[src/rtl/mem_access_pkg.sv]
// Shared types for the memory-access stage: decoded load/store flags, FSM states,
// access widths and byte-lane strobe constants.
package mem_access_pkg;

    typedef struct packed {
        logic lb;
        logic lh;
        logic lw;
        logic lbu;
        logic lhu;
        logic sb;
        logic sh;
        logic sw;
    } control_info;

    typedef enum logic {
        IDLE,
        MEM
    } mem_state_t;

    typedef enum logic [1:0] {
        WIDTH_BYTE,
        WIDTH_HALF,
        WIDTH_WORD
    } mem_width_t;

    localparam logic [3:0] WSTRB_NONE    = 4'b0000;
    localparam logic [3:0] WSTRB_BYTE    = 4'b0001;
    localparam logic [3:0] WSTRB_HALF_LO = 4'b0011;
    localparam logic [3:0] WSTRB_HALF_HI = 4'b1100;
    localparam logic [3:0] WSTRB_WORD    = 4'b1111;

endpackage

[src/rtl/mem_access_load_extend.sv]
// Aligns a read word to the addressed byte lane and sign- or zero-extends
// the selected byte/halfword to 32 bits.
module mem_access_load_extend
    import mem_access_pkg::*;
(
    input  logic [31:0] i_rdata,
    input  logic [1:0]  i_offset,
    input  mem_width_t  i_width,
    input  logic        i_signed,
    output logic [31:0] o_data
);

    logic [31:0] w_shifted;

    always_comb begin
        w_shifted = i_rdata >> {i_offset, 3'b000};
        unique case (i_width)
            WIDTH_BYTE: o_data = {{24{i_signed & w_shifted[7]}}, w_shifted[7:0]};
            WIDTH_HALF: o_data = {{16{i_signed & w_shifted[15]}}, w_shifted[15:0]};
            default:    o_data = w_shifted;
        endcase
    end

endmodule

[src/rtl/mem_access.sv]
// Memory-access pipeline stage: issues data-memory requests for loads/stores,
// passes other results through, and flags misaligned accesses and bus timeouts.
module mem_access
    import mem_access_pkg::*;
#(
    parameter int TIMEOUT_CYCLES = 255
) (
    input  logic        CLK,
    input  logic        RSTN,
    input  logic        IN_VALID,
    output logic        IN_READY,
    input  control_info CTR_INFO,
    input  logic [31:0] ALU_RESULT,
    input  logic [31:0] RS2_VAL,
    input  logic [4:0]  IN_RD,
    input  logic        IN_WE,
    output logic        MEM_REQ,
    output logic        MEM_WE,
    output logic [31:0] MEM_ADDR,
    output logic [3:0]  MEM_WSTRB,
    output logic [31:0] MEM_WDATA,
    input  logic        MEM_ACK,
    input  logic [31:0] MEM_RDATA,
    output logic        OUT_VALID,
    output logic [4:0]  OUT_RD,
    output logic [31:0] OUT_DATA,
    output logic        OUT_WE,
    output logic        MISALIGNED,
    output logic        BUS_ERROR
);

    localparam int CW = $clog2(TIMEOUT_CYCLES + 1);

    mem_state_t  r_state;
    logic        r_inReady;
    logic        r_memReq;
    logic        r_memWe;
    logic [31:0] r_memAddr;
    logic [3:0]  r_memWstrb;
    logic [31:0] r_memWdata;
    logic [1:0]  r_offset;
    mem_width_t  r_width;
    logic        r_signed;
    logic        r_isLoad;
    logic [4:0]  r_rd;
    logic        r_we;
    logic [CW-1:0] r_count;
    logic        r_outValid;
    logic [4:0]  r_outRd;
    logic [31:0] r_outData;
    logic        r_outWe;
    logic        r_misaligned;
    logic        r_busError;

    logic        w_accept;
    logic        w_isMem;
    logic        w_isStore;
    logic        w_signed;
    logic        w_misaligned;
    mem_width_t  w_width;
    logic [3:0]  w_wstrb;
    logic [31:0] w_wdata;
    logic [31:0] w_loadData;
    logic [1:0]  w_a;

    assign w_accept = IN_VALID && r_inReady;
    assign w_a      = ALU_RESULT[1:0];

    // Decode flags in fixed priority so an illegal multi-flag op still behaves deterministically.
    always_comb begin
        w_isMem      = 1'b1;
        w_isStore    = 1'b0;
        w_signed     = 1'b0;
        w_misaligned = 1'b0;
        w_width      = WIDTH_WORD;
        w_wstrb      = WSTRB_NONE;
        w_wdata      = '0;
        if (CTR_INFO.lw) begin
            w_misaligned = (w_a != 2'b00);
        end else if (CTR_INFO.lh) begin
            w_width = WIDTH_HALF; w_signed = 1'b1; w_misaligned = w_a[0];
        end else if (CTR_INFO.lhu) begin
            w_width = WIDTH_HALF; w_misaligned = w_a[0];
        end else if (CTR_INFO.lb) begin
            w_width = WIDTH_BYTE; w_signed = 1'b1;
        end else if (CTR_INFO.lbu) begin
            w_width = WIDTH_BYTE;
        end else if (CTR_INFO.sw) begin
            w_isStore = 1'b1; w_misaligned = (w_a != 2'b00);
            w_wstrb = WSTRB_WORD; w_wdata = RS2_VAL;
        end else if (CTR_INFO.sh) begin
            w_isStore = 1'b1; w_width = WIDTH_HALF; w_misaligned = w_a[0];
            w_wstrb = w_a[1] ? WSTRB_HALF_HI : WSTRB_HALF_LO;
            w_wdata = {2{RS2_VAL[15:0]}};
        end else if (CTR_INFO.sb) begin
            w_isStore = 1'b1; w_width = WIDTH_BYTE;
            w_wstrb = WSTRB_BYTE << w_a;
            w_wdata = {4{RS2_VAL[7:0]}};
        end else begin
            w_isMem = 1'b0;
        end
    end

    mem_access_load_extend u_loadExtend (
        .i_rdata  (MEM_RDATA),
        .i_offset (r_offset),
        .i_width  (r_width),
        .i_signed (r_signed),
        .o_data   (w_loadData)
    );

    // Result flags are single-cycle pulses; the result fields hold between pulses.
    always_ff @(posedge CLK or negedge RSTN) begin
        if (!RSTN) begin
            r_state      <= IDLE;
            r_inReady    <= 1'b0;
            r_memReq     <= 1'b0;
            r_memWe      <= 1'b0;
            r_memAddr    <= '0;
            r_memWstrb   <= '0;
            r_memWdata   <= '0;
            r_offset     <= '0;
            r_width      <= WIDTH_WORD;
            r_signed     <= 1'b0;
            r_isLoad     <= 1'b0;
            r_rd         <= '0;
            r_we         <= 1'b0;
            r_count      <= '0;
            r_outValid   <= 1'b0;
            r_outRd      <= '0;
            r_outData    <= '0;
            r_outWe      <= 1'b0;
            r_misaligned <= 1'b0;
            r_busError   <= 1'b0;
        end else begin
            r_outValid   <= 1'b0;
            r_misaligned <= 1'b0;
            r_busError   <= 1'b0;
            unique case (r_state)
                IDLE: begin
                    r_inReady <= 1'b1;
                    if (w_accept) begin
                        if (!w_isMem || w_misaligned) begin
                            r_outValid   <= 1'b1;
                            r_outRd      <= IN_RD;
                            r_outData    <= ALU_RESULT;
                            r_outWe      <= IN_WE && !w_isMem;
                            r_misaligned <= w_isMem;
                        end else begin
                            r_state    <= MEM;
                            r_inReady  <= 1'b0;
                            r_memReq   <= 1'b1;
                            r_memWe    <= w_isStore;
                            r_memAddr  <= {ALU_RESULT[31:2], 2'b00};
                            r_memWstrb <= w_wstrb;
                            r_memWdata <= w_wdata;
                            r_offset   <= w_a;
                            r_width    <= w_width;
                            r_signed   <= w_signed;
                            r_isLoad   <= !w_isStore;
                            r_rd       <= IN_RD;
                            r_we       <= IN_WE;
                            r_count    <= '0;
                        end
                    end
                end
                MEM: begin
                    // ACK takes precedence over a timeout reached in the same cycle.
                    if (MEM_ACK) begin
                        r_state    <= IDLE;
                        r_inReady  <= 1'b1;
                        r_memReq   <= 1'b0;
                        r_count    <= '0;
                        r_outValid <= 1'b1;
                        r_outRd    <= r_rd;
                        r_outData  <= r_isLoad ? w_loadData : 32'h0;
                        r_outWe    <= r_isLoad && r_we;
                    end else if (r_count == CW'(TIMEOUT_CYCLES - 1)) begin
                        r_state    <= IDLE;
                        r_inReady  <= 1'b1;
                        r_memReq   <= 1'b0;
                        r_count    <= '0;
                        r_outValid <= 1'b1;
                        r_outRd    <= r_rd;
                        r_outWe    <= 1'b0;
                        r_busError <= 1'b1;
                    end else begin
                        r_count <= r_count + CW'(1);
                    end
                end
                default: r_state <= IDLE;
            endcase
        end
    end

    assign IN_READY   = r_inReady;
    assign MEM_REQ    = r_memReq;
    assign MEM_WE     = r_memWe;
    assign MEM_ADDR   = r_memAddr;
    assign MEM_WSTRB  = r_memWstrb;
    assign MEM_WDATA  = r_memWdata;
    assign OUT_VALID  = r_outValid;
    assign OUT_RD     = r_outRd;
    assign OUT_DATA   = r_outData;
    assign OUT_WE     = r_outWe;
    assign MISALIGNED = r_misaligned;
    assign BUS_ERROR  = r_busError;

endmodule
[config.mk]
export PLATFORM = sky130hd
export DESIGN_NAME = mem_access
export DESIGN_NICKNAME = d
export VERILOG_FILES = /design/src/rtl/mem_access_pkg.sv /design/src/rtl/mem_access_load_extend.sv /design/src/rtl/mem_access.sv
export SDC_FILE = /design/constraint.sdc
export NUM_CORES = 1
export LEC_CHECK = 0
export CAP_MARGIN = 10
export CORE_ASPECT_RATIO = 0.5
export CORE_UTILIZATION = 44
export CTS_CLUSTER_DIAMETER = 150
export DETAILED_ROUTE_END_ITERATION = 16
export GPL_TIMING_DRIVEN = 0
export MAX_ROUTING_LAYER = met4
export PLACE_DENSITY = 0.89
export RECOVER_POWER = 100
export SYNTH_ARGS = -nofsm -noshare
export SYNTH_HDL_FRONTEND = slang
export SYNTH_HIERARCHICAL = 1
export SYNTH_SLANG_ARGS = --single-unit
export TNS_END_PERCENT = 1
[constraint.sdc]
create_clock -name CLK -period 4.33 [get_ports CLK]
set_input_delay 0.433 -clock CLK [delete_from_list [all_inputs] [get_ports CLK]]
set_output_delay 0.433 -clock CLK [all_outputs]
set_load 0.01 [all_outputs]
==> results.json, run 1 <==
{
  "hold_viol": 0,
  "synth_ff_type": "dfrtp_1",
  "syn_inst": 569,
  "critPathTopFamily": "buffers and inverters",
  "hold-path-cell-count": 2,
  "synth_xor_area_share_pct": 0,
  "cp_cell_sequence": "dlygate4sd3_1, o311ai_0, or3_1, clkbuf_1, buf_6, mux2_1",
  "hold_buffers": 1,
  "grt_pass1_wl_mm": 34.9,
  "avgSynthCellArea_sq_um": 12.1,
  "drv_slew": 47,
  "antenna_found_initial": 1,
  "die_area_sq_mm": 0.0162,
  "hp-start": "ALU_RESULT[0]",
  "grt_start_max_net_pins": 86,
  "die_w_um": 179,
  "path_max_fanout": 10,
  "power_density_mw_per_mm2": 502,
  "drtPass1Iterations": 5,
  "slew_headroom_pct": -72.9,
  "synth_warnings": 6,
  "cts_tree": "done",
  "power_frac_seq_pct": 34.9,
  "intPower_mw": 3.33,
  "cts_max_level": 4,
  "routabilityCongestion": 0.887,
  "hold_end": "r_offset[0]",
  "fin_tns_setup_ns": 0,
  "tightest_slew_ns": 2.59,
  "rows": 31,
  "clock_sinks": 131,
  "worstSetupEndpointType": "flop",
  "grt_usage_pct": 29.2,
  "dpl_cell_area_sq_mm": 0.00937,
  "viasPerCell": 5.89,
  "yosysSeqAreaShare_pct": 47.6,
  "overflow": 0,
  "crit_type": "input pin to flop",
  "post_drt_wl_per_cell_um": 21.9,
  "ys_types": 61,
  "arrival_ns": 3.63,
  "worstSetupStartpointType": "input pin",
  "die_h_um": 90.4,
  "rr_endpoint": "OUT_DATA[30]",
  "cpPeakStageDelay_ns": 1.08,
  "muxShareOfSynthArea_pct": 22.2,
  "r2r_cells": 4,
  "final_cell_mix": "dfrtp_1 (130), dlygate4sd3_1 (113), clkdlybuf4s50_1 (107), mux2_1 (51), a22o_1 (39)",
  "clk_latency_ns": 0.42,
  "clock-root-buffer": "clkbuf_16",
  "remaining_drc_errors": 0,
  "worstHoldPathType": "input pin to flop",
  "setup_violations": 0,
  "area_delta_synth_final_pct": 42.2,
  "crit_buf_inv": 3,
  "io_buffers": 220,
  "postCtsSetupBuffers": 0,
  "finClkSkew_ns": 0.00448,
  "syn-cell-area_sq_mm": 0.00688,
  "drv_cap": 1,
  "synth_compound_area_share_pct": 16.9,
  "clockBufferDepth": 2,
  "drive_above_1_share_pct": 13.5,
  "status": "finished with violations",
  "fin_area_sq_mm": 0.00979,
  "violations": "capacitance limit, slew limit",
  "sw_frac_of_total_pct": 32.3,
  "synthAdderAreaFrac_pct": 0.364,
  "clkPwrFrac_pct": 30.1,
  "cts_buffers": 17,
  "start_util_pct": 46.3,
  "nFillCells": 1051,
  "regToRegSetupSlack_ns": 1.83,
  "vias": 6019,
  "drt_first_iter_violations": 427,
  "grt_pass1_vias": 6268,
  "cts.repair.resized": 0,
  "core_area_sq_mm": 0.0149,
  "synth_top_family_by_area": "multiplexers",
  "final_common_cell": "dfrtp_1",
  "slowest_stage": "o311ai_0",
  "ir_worst_vdd_mv": 0.353,
  "synth-seq-cells": 131,
  "rsz0062_at_grt": "false",
  "worstPathRequired_ns": 4.63,
  "io_pins": 226,
  "netSwitchingPower_mw": 1.59,
  "drt_wl_total_mm": 22.4,
  "finalCriticalPeriod_ns": 3.33,
  "synth_edf_count": 0,
  "hpwlAfterDp_mm": 15.8,
  "pwr-share-comb_pct": 35.0,
  "fmax_ghz": 0.300,
  "clk_pin_slew_worst_paths_ns": 0.06,
  "final_antenna_net_count": 0,
  "yosys.area_share.simple_pct": 8.51,
  "synthArstFlopShare_pct": 100,
  "r2r_start": "r_state",
  "leakage_nw": 4.38,
  "nets": 927,
  "min_period_over_period_pct": 76.9
}
-- state kept, by name, summed over array words and instances (netlist names) --
signal / flops
MEM_WDATA: 32
OUT_DATA: 32
MEM_ADDR: 30
r_count: 8
OUT_RD: 5
r_rd: 5
MEM_WSTRB: 4
r_offset: 2
r_width: 2
BUS_ERROR: 1
IN_READY: 1
MEM_REQ: 1
MEM_WE: 1
MISALIGNED: 1
OUT_VALID: 1
OUT_WE: 1
r_isLoad: 1
r_signed: 1
r_state: 1
r_we: 1
-- per-stage QoR --
| stage | util [%] | hold slack (ns) | worst slack [ns] | total power [mW] | instances |
|---|---|---|---|---|---|
| 4_1_cts | 67.1 | 0.422 | 1.93 | 5.15 | 1021 |
| 3_5_place_dp | 63.1 | 0.391 | 1.52 | 3.64 | 989 |
| 5_1_grt | 65.9 | 0.463 | 0.903 | 5.12 | 1022 |
| 3_3_place_gp | 62.9 | 0.460 | -2.18 | 3.57 | 988 |
| 2_1_floorplan | - | 0.137 | 2.18 | 2.73 | 570 |
| 6_report | 65.9 | 0.439 | 1.00 | 4.92 | 1022 |
-- worst max path at each step --
| stage | endpoint | startpoint | cells past startpoint | slack [ns] |
|---|---|---|---|---|
| global placement | OUT_DATA[22] | RSTN | 1 | -2.18 |
| floorplan | MEM_ADDR[10] | CTR_INFO[1] | 7 | 2.18 |
| CTS | r_rd[0] | CTR_INFO[5] | 7 | 1.93 |
| finish | MEM_ADDR[8] | CTR_INFO[7] | 6 | 1.0 |
| detailed placement | r_rd[2] | CTR_INFO[5] | 7 | 1.52 |
| global route | MEM_ADDR[8] | CTR_INFO[7] | 6 | 0.90 |
-- worst reg2reg max path: cells and delay by family, from the launching register on --
| family | cells | cell delay [ns] |
|---|---|---|
| compound gates | 1 | 1.04 |
| buf+inv | 2 | 0.56 |
| flops | 1 | 0.40 |
| mux | 1 | 0.37 |
-- synthesized netlist by cell type (4+ instances only) --
library cell | n | share of area, %
a211oi_1 | 9 | 0.98
a21oi_1 | 19 | 1.4
a221oi_1 | 7 | 0.89
a22o_1 | 39 | 5.0
buf_2 | 8 | 0.58
buf_6 | 11 | 1.8
clkbuf_1 | 12 | 0.65
dfrtp_1 | 130 | 47
inv_1 | 11 | 0.60
mux2_1 | 17 | 2.8
mux2_2 | 25 | 4.1
mux2_4 | 51 | 11
mux2i_1 | 29 | 4.2
nand2_1 | 35 | 1.9
nand3_1 | 6 | 0.44
nand4_1 | 9 | 0.82
nor2_1 | 34 | 1.9
nor2b_1 | 8 | 0.73
o21a_1 | 5 | 0.55
o21ai_0 | 13 | 0.95
o21ai_1 | 4 | 0.29
o2bb2ai_1 | 24 | 3.1
-- area by class of cell --
| cell class | instances | area, sq um | share of cell area, % |
|---|---|---|---|
| clock inverter | 14 | 164 | 1.67 |
| tap | 198 | 248 | 2.53 |
| multi-input combinational | 388 | 3150 | 32.2 |
| sequential | 131 | 3280 | 33.5 |
| timing repair buffer | 222 | 2230 | 22.8 |
| clock buffer | 17 | 425 | 4.34 |
| inverter | 14 | 52.6 | 0.537 |
| buffer | 37 | 233 | 2.38 |
| antenna | 1 | 2.50 | 0.0256 |
-- power by group through the flow --
stage	clock [mW]	combinational, mW	sequential [mW]
after global routing	1.54	1.83	1.76
after floorplan	0	0.890	1.84
after detailed placement	0	1.90	1.74
after global placement	0	1.85	1.73
final	1.48	1.72	1.72
after CTS	1.49	1.93	1.73
-- metal layers --
| metal | wire (um) | up-vias | GRT usage (%) |
|---|---|---|---|
| met1 | 8980 | 2996 | 35.6 |
| met2 | 10900 | 318 | 47.0 |
| met3 | 1420 | 108 | 4.84 |
| li1 | - | 2597 | - |
| met4 | 1090 | 0 | 14.5 |
| met5 | 0 | - | - |
-- cell families (layout without fill, tap and decap cells) --
| group | count (synthesis) | in the layout |
|---|---|---|
| buf+inv | 51 | 304 |
| flops | 131 | 131 |
| compound gates | 145 | 145 |
| fa+ha+maj | 2 | 2 |
| mux | 122 | 122 |
| simple gates | 117 | 117 |
| other cells | 1 | 3 |
No activity file was read; power rests on OpenSTA's default activity.
==> run 2: changes to the inputs <==
Settings changed: CORE_UTILIZATION 44 to 42.
Clock period 4.33 ns to 2.8 ns, I/O delays scaled along.
==> run 2 against run 1 <==
Against the previous run:
- the flow now finishes without violations
- setup slack lost 0.71 ns
- sequential power grew 54%
- total power grew 57%
- sequential share of layout area shrank 0.22 points
- critical endpoint is now MEM_ADDR[10]
- largest cell class unchanged
==> results.json, run 2 (synthesis gave the netlist of run 1 again) <==
{
  "cts_tree": "done",
  "cts_buffers": 17,
  "die_w_um": 183,
  "arrival_ns": 2.80,
  "grt_usage_pct": 26.4,
  "core_area_sq_mm": 0.0157,
  "path_max_fanout": 10,
  "io_buffers": 220,
  "start_util_pct": 43.9,
  "finalCriticalPeriod_ns": 2.51,
  "status": "completed",
  "crit_type": "input pin to flop",
  "antenna_found_initial": 0,
  "worstHoldPathType": "input pin to flop",
  "drt_first_iter_violations": 422,
  "clk_latency_ns": 0.42,
  "routabilityCongestion": 0.895,
  "die_area_sq_mm": 0.0169,
  "clk_pin_slew_worst_paths_ns": 0.06,
  "grt_start_max_net_pins": 84,
  "clock-root-buffer": "clkbuf_16",
  "final_common_cell": "dfrtp_1",
  "grt_pass1_wl_mm": 33.4,
  "hold_viol": 0,
  "die_h_um": 92.5,
  "drv_slew": 0,
  "setup_violations": 0,
  "nets": 927,
  "area_delta_synth_final_pct": 43.2,
  "pwr-share-comb_pct": 33.6,
  "drive_above_1_share_pct": 13.0,
  "drt_wl_total_mm": 21.3,
  "rows": 32,
  "hpwlAfterDp_mm": 15.4,
  "intPower_mw": 5.23,
  "worstPathRequired_ns": 3.09,
  "io_pins": 226,
  "power_density_mw_per_mm2": 784,
  "worstSetupEndpointType": "flop",
  "dpl_cell_area_sq_mm": 0.00940,
  "slew_headroom_pct": 17.5,
  "clockBufferDepth": 2,
  "fin_area_sq_mm": 0.00986,
  "post_drt_wl_per_cell_um": 20.4,
  "min_period_over_period_pct": 89.5,
  "overflow": 0,
  "antenna_cells": 0,
  "pre_cts_slack_ns": 0.147,
  "final_cell_mix": "dfrtp_1 (130), dlygate4sd3_1 (113), clkdlybuf4s50_1 (107), mux2_1 (62), a22o_1 (39)",
  "leakage_nw": 4.37,
  "rsz0062_at_grt": "false",
  "clock_sinks": 131,
  "remaining_drc_errors": 0,
  "tightest_slew_ns": 1.24,
  "ir_worst_vdd_mv": 0.553,
  "drtPass1Iterations": 5,
  "finalWorstSetupSlack_ns": 0.293,
  "worstSetupStartpointType": "input pin",
  "viasPerCell": 5.54,
  "final_antenna_net_count": 0,
  "fin_tns_setup_ns": 0,
  "finClkSkew_ns": 0.0113,
  "drv_cap": 0,
  "fmax_ghz": 0.399,
  "grt_pass1_vias": 6001,
  "clkPwrFrac_pct": 32.1,
  "netSwitchingPower_mw": 2.49,
  "power_frac_seq_pct": 34.3,
  "cts_max_level": 4,
  "nFillCells": 1207,
  "vias": 5792,
  "sw_frac_of_total_pct": 32.2
}
[run 2: cell type report]
| cell class | count | area, sq um | area share [%] |
|---|---|---|---|
| inverters | 14 | 52.6 | 0.533 |
| clock inverters | 15 | 223 | 2.26 |
| clock buffers | 17 | 425 | 4.32 |
| plain buffers | 37 | 243 | 2.46 |
| flip-flops and latches | 131 | 3280 | 33.3 |
| repair buffers | 222 | 2230 | 22.7 |
| well taps | 221 | 277 | 2.81 |
| multi-input cells | 388 | 3120 | 31.7 |
[run 2: power groups by stage]
stage               clock, mW  sequential (mW)  combinational [mW]
floorplan                   0             2.84                1.38
global placement            0             2.67                2.86
detailed placement          0             2.69                2.94
CTS                      2.49             2.68                2.96
global route             2.58             2.71                2.75
finish                   2.48             2.65                2.60
[run 2: timing repair]
action | CTS | global route
endpoints found under the hold margin | 48 | 0
gates resized for setup | 0 | 0
hold buffers | 1 | 0
setup buffers | 0 | 0
[run 2: metal layers]
layer	part of all wire, %	GRT usage, %	vias to the layer above
li1	-	-	2607
met1	43	32.4	2912
met2	50	43.7	221
met3	4.5	4.13	52
met4	3.1	11.2	0
met5	0	-	-
[run 2: per-stage QoR]
stage | utilization (%) | hold slack [ns] | cells | total power, mW
2_1_floorplan | - | -0.0156 | 570 | 4.22
3_3_place_gp | 59.7 | 0.461 | 1011 | 5.53
3_5_place_dp | 59.9 | 0.255 | 1012 | 5.63
4_1_cts | 64.1 | 0.280 | 1045 | 8.13
5_1_grt | 62.8 | 0.279 | 1045 | 8.04
6_report | 62.8 | 0.264 | 1045 | 7.72
[run 2: worst paths after layout]
path,start,to,slack [ns],cells after the start
worst max-delay path,CTR_INFO[5],MEM_ADDR[10],0.29,7
worst min-delay path,ALU_RESULT[0],r_offset[0],0.26,2
worst max register to register,r_state,OUT_RD[2],0.41,5
worst min register to register,MEM_WE,MEM_WE,0.47,1
max in group asynchronous,RSTN,r_width[1],1.12,3
min in group asynchronous,RSTN,MEM_ADDR[29],0.66,2
[run 2: worst max-delay path: stages]
cell and delay [ns]:
dlygate4sd3_1 0.64, or4_4 0.58, a21oi_1 0.35, or3_1 0.22, buf_6 0.19, buf_6 0.18
mux2_1 0.35
==> run 3: changes to the inputs <==
Settings changed: GPL_TIMING_DRIVEN 0 to 1.
==> run 3 against run 2 <==
Against the previous run:
- clock-buffer cell count is the same
- combinational power down 3%
- final area down 0.72%
- cell count is 1.5% lower
- die area unchanged
- via count is 0.22% higher
- first-iteration DRC count rose by 3.1%
- hold slack better by 0.20 ns
- sequential share of layout area rose by 0.24 points
- critical endpoint is now OUT_DATA[16]
==> results.json, run 3 (synthesis gave the netlist of run 1 again) <==
{
  "fmax_ghz": 0.392,
  "r2r_cells": 6,
  "core_area_sq_mm": 0.0157,
  "rows": 32,
  "finalCriticalPeriod_ns": 2.55,
  "seqCellArea_sq_mm": 0.00328,
  "area_delta_synth_final_pct": 42.1,
  "grt_pass1_vias": 6025,
  "ir_worst_vdd_mv": 0.444,
  "overflow": 0,
  "hold_viol": 0,
  "postCtsSetupBuffers": 0,
  "pwr-share-comb_pct": 33.0,
  "regToRegSetupSlack_ns": 0.25,
  "fin_tns_setup_ns": 0,
  "power_frac_seq_pct": 35.3,
  "worstHoldPathType": "input pin to flop",
  "nFillCells": 1221,
  "antenna_found_initial": 0,
  "vias": 5805,
  "worstSetupEndpointType": "flop",
  "drv_slew": 0,
  "min_period_over_period_pct": 91.0,
  "netSwitchingPower_mw": 2.45,
  "drtPass1Iterations": 5,
  "hold-path-cell-count": 3,
  "io_pins": 226,
  "hold_slack_ns": 0.460,
  "routabilityCongestion": 0.916,
  "io_buffers": 223,
  "crit_type": "flop to flop",
  "hpwlAfterDp_mm": 14.8,
  "antenna_cells": 0,
  "drive_above_1_share_pct": 12.0,
  "path_max_fanout": 16,
  "intPower_mw": 5.17,
  "die_h_um": 92.5,
  "setup_violations": 0,
  "clk_latency_ns": 0.42,
  "viasPerCell": 5.64,
  "drt_first_iter_violations": 435,
  "finalPower_mw": 7.63,
  "nets": 911,
  "clk_pin_slew_worst_paths_ns": 0.06,
  "status": "completed",
  "die_area_sq_mm": 0.0169,
  "clockBufferDepth": 2,
  "remaining_drc_errors": 0,
  "die_w_um": 183,
  "final_antenna_net_count": 0,
  "final_cell_mix": "dfrtp_1 (130), dlygate4sd3_1 (112), clkdlybuf4s50_1 (111), mux2_1 (66), a22o_1 (39)",
  "cts_buffers": 17,
  "multiInputGateArea_sq_mm": 0.00313,
  "sw_frac_of_total_pct": 32.2,
  "cts_tree": "done",
  "clkPwrFrac_pct": 31.6,
  "post_drt_wl_per_cell_um": 20.4,
  "arrival_ns": 2.85,
  "power_density_mw_per_mm2": 779,
  "leakage_nw": 4.32,
  "worstPathRequired_ns": 3.10,
  "finClkSkew_ns": 0.00855,
  "tightest_slew_ns": 1.03,
  "slew_headroom_pct": 31.3,
  "grt_pass1_wl_mm": 32.9,
  "rsz0062_at_grt": "false",
  "cts_max_level": 4,
  "final_common_cell": "dfrtp_1",
  "grt_usage_pct": 26.0,
  "grt_start_max_net_pins": 97,
  "drt_wl_total_mm": 21.0,
  "start_util_pct": 43.9,
  "clock_sinks": 131,
  "clock-root-buffer": "clkbuf_16",
  "worstSetupStartpointType": "flop",
  "drv_cap": 0
}
## run 3: per-stage QoR
| step | instances | area, sq um | utilization [%] | worst slack, ns |
|---|---|---|---|---|
| 4_1_cts | 1028 | 9980 | 63.6 | 0.309 |
| 2_1_floorplan | 570 | 6890 | - | 0.805 |
| 5_1_grt | 1029 | 9790 | 62.3 | 0.0887 |
| 6_report | 1029 | 9790 | 62.3 | 0.252 |
| 3_5_place_dp | 995 | 9340 | 59.5 | 0.178 |
| 3_3_place_gp | 995 | 9340 | 59.5 | 0.238 |
## run 3: layer usage
layer / vias to the layer above / wire (um) / GRT usage (%)
li1: 2581 / - / -
met1: 2896 / 8490 / 30.8
met2: 254 / 10500 / 43.3
met3: 74 / 1150 / 4.99
met4: 0 / 811 / 11.8
met5: - / 0 / -
## run 3: path summary, 6_finish.rpt
| path | startpoint | to |
|---|---|---|
| min | RS2_VAL[27] | MEM_WDATA[27] |
| min reg2reg | MEM_WDATA[10] | MEM_WDATA[10] |
| max reg2reg | r_offset[0] | OUT_DATA[16] |
| min in group asynchronous | RSTN | MEM_ADDR[29] |
| max | r_offset[0] | OUT_DATA[16] |
| max in group asynchronous | RSTN | OUT_DATA[7] |
## run 3: timing repair
| item | CTS | global route |
|---|---|---|
| hold buffers | 1 | 0 |
| hold endpoints to repair | 27 | 0 |
| resized for setup | 0 | 0 |
## run 3: area by class of cell
type	count	share of cell area (%)
inverter	14	0.537
timing repair buffer	243	24.7
multi-input combinational	388	32.0
clock buffer	17	4.35
sequential	131	33.5
tap	221	2.83
clock inverter	15	2.08
## run 3: power groups by stage
stage | logic [mW] | registers (mW) | clock network [mW]
final | 2.52 | 2.69 | 2.41
after global routing | 2.68 | 2.76 | 2.53
after CTS | 2.90 | 2.72 | 2.44
after detailed placement | 2.87 | 2.73 | 0
after global placement | 2.78 | 2.71 | 0
after floorplan | 1.38 | 2.84 | 0
## run 3: worst max-delay path, stage by stage, from the launching register on
cell	delay, ns
dfrtp_1	0.51
mux2i_1	0.30
mux2i_1	0.13
o211ai_2	0.63
o21ai_0	0.31
a22o_1	0.27
mux2_1	0.28
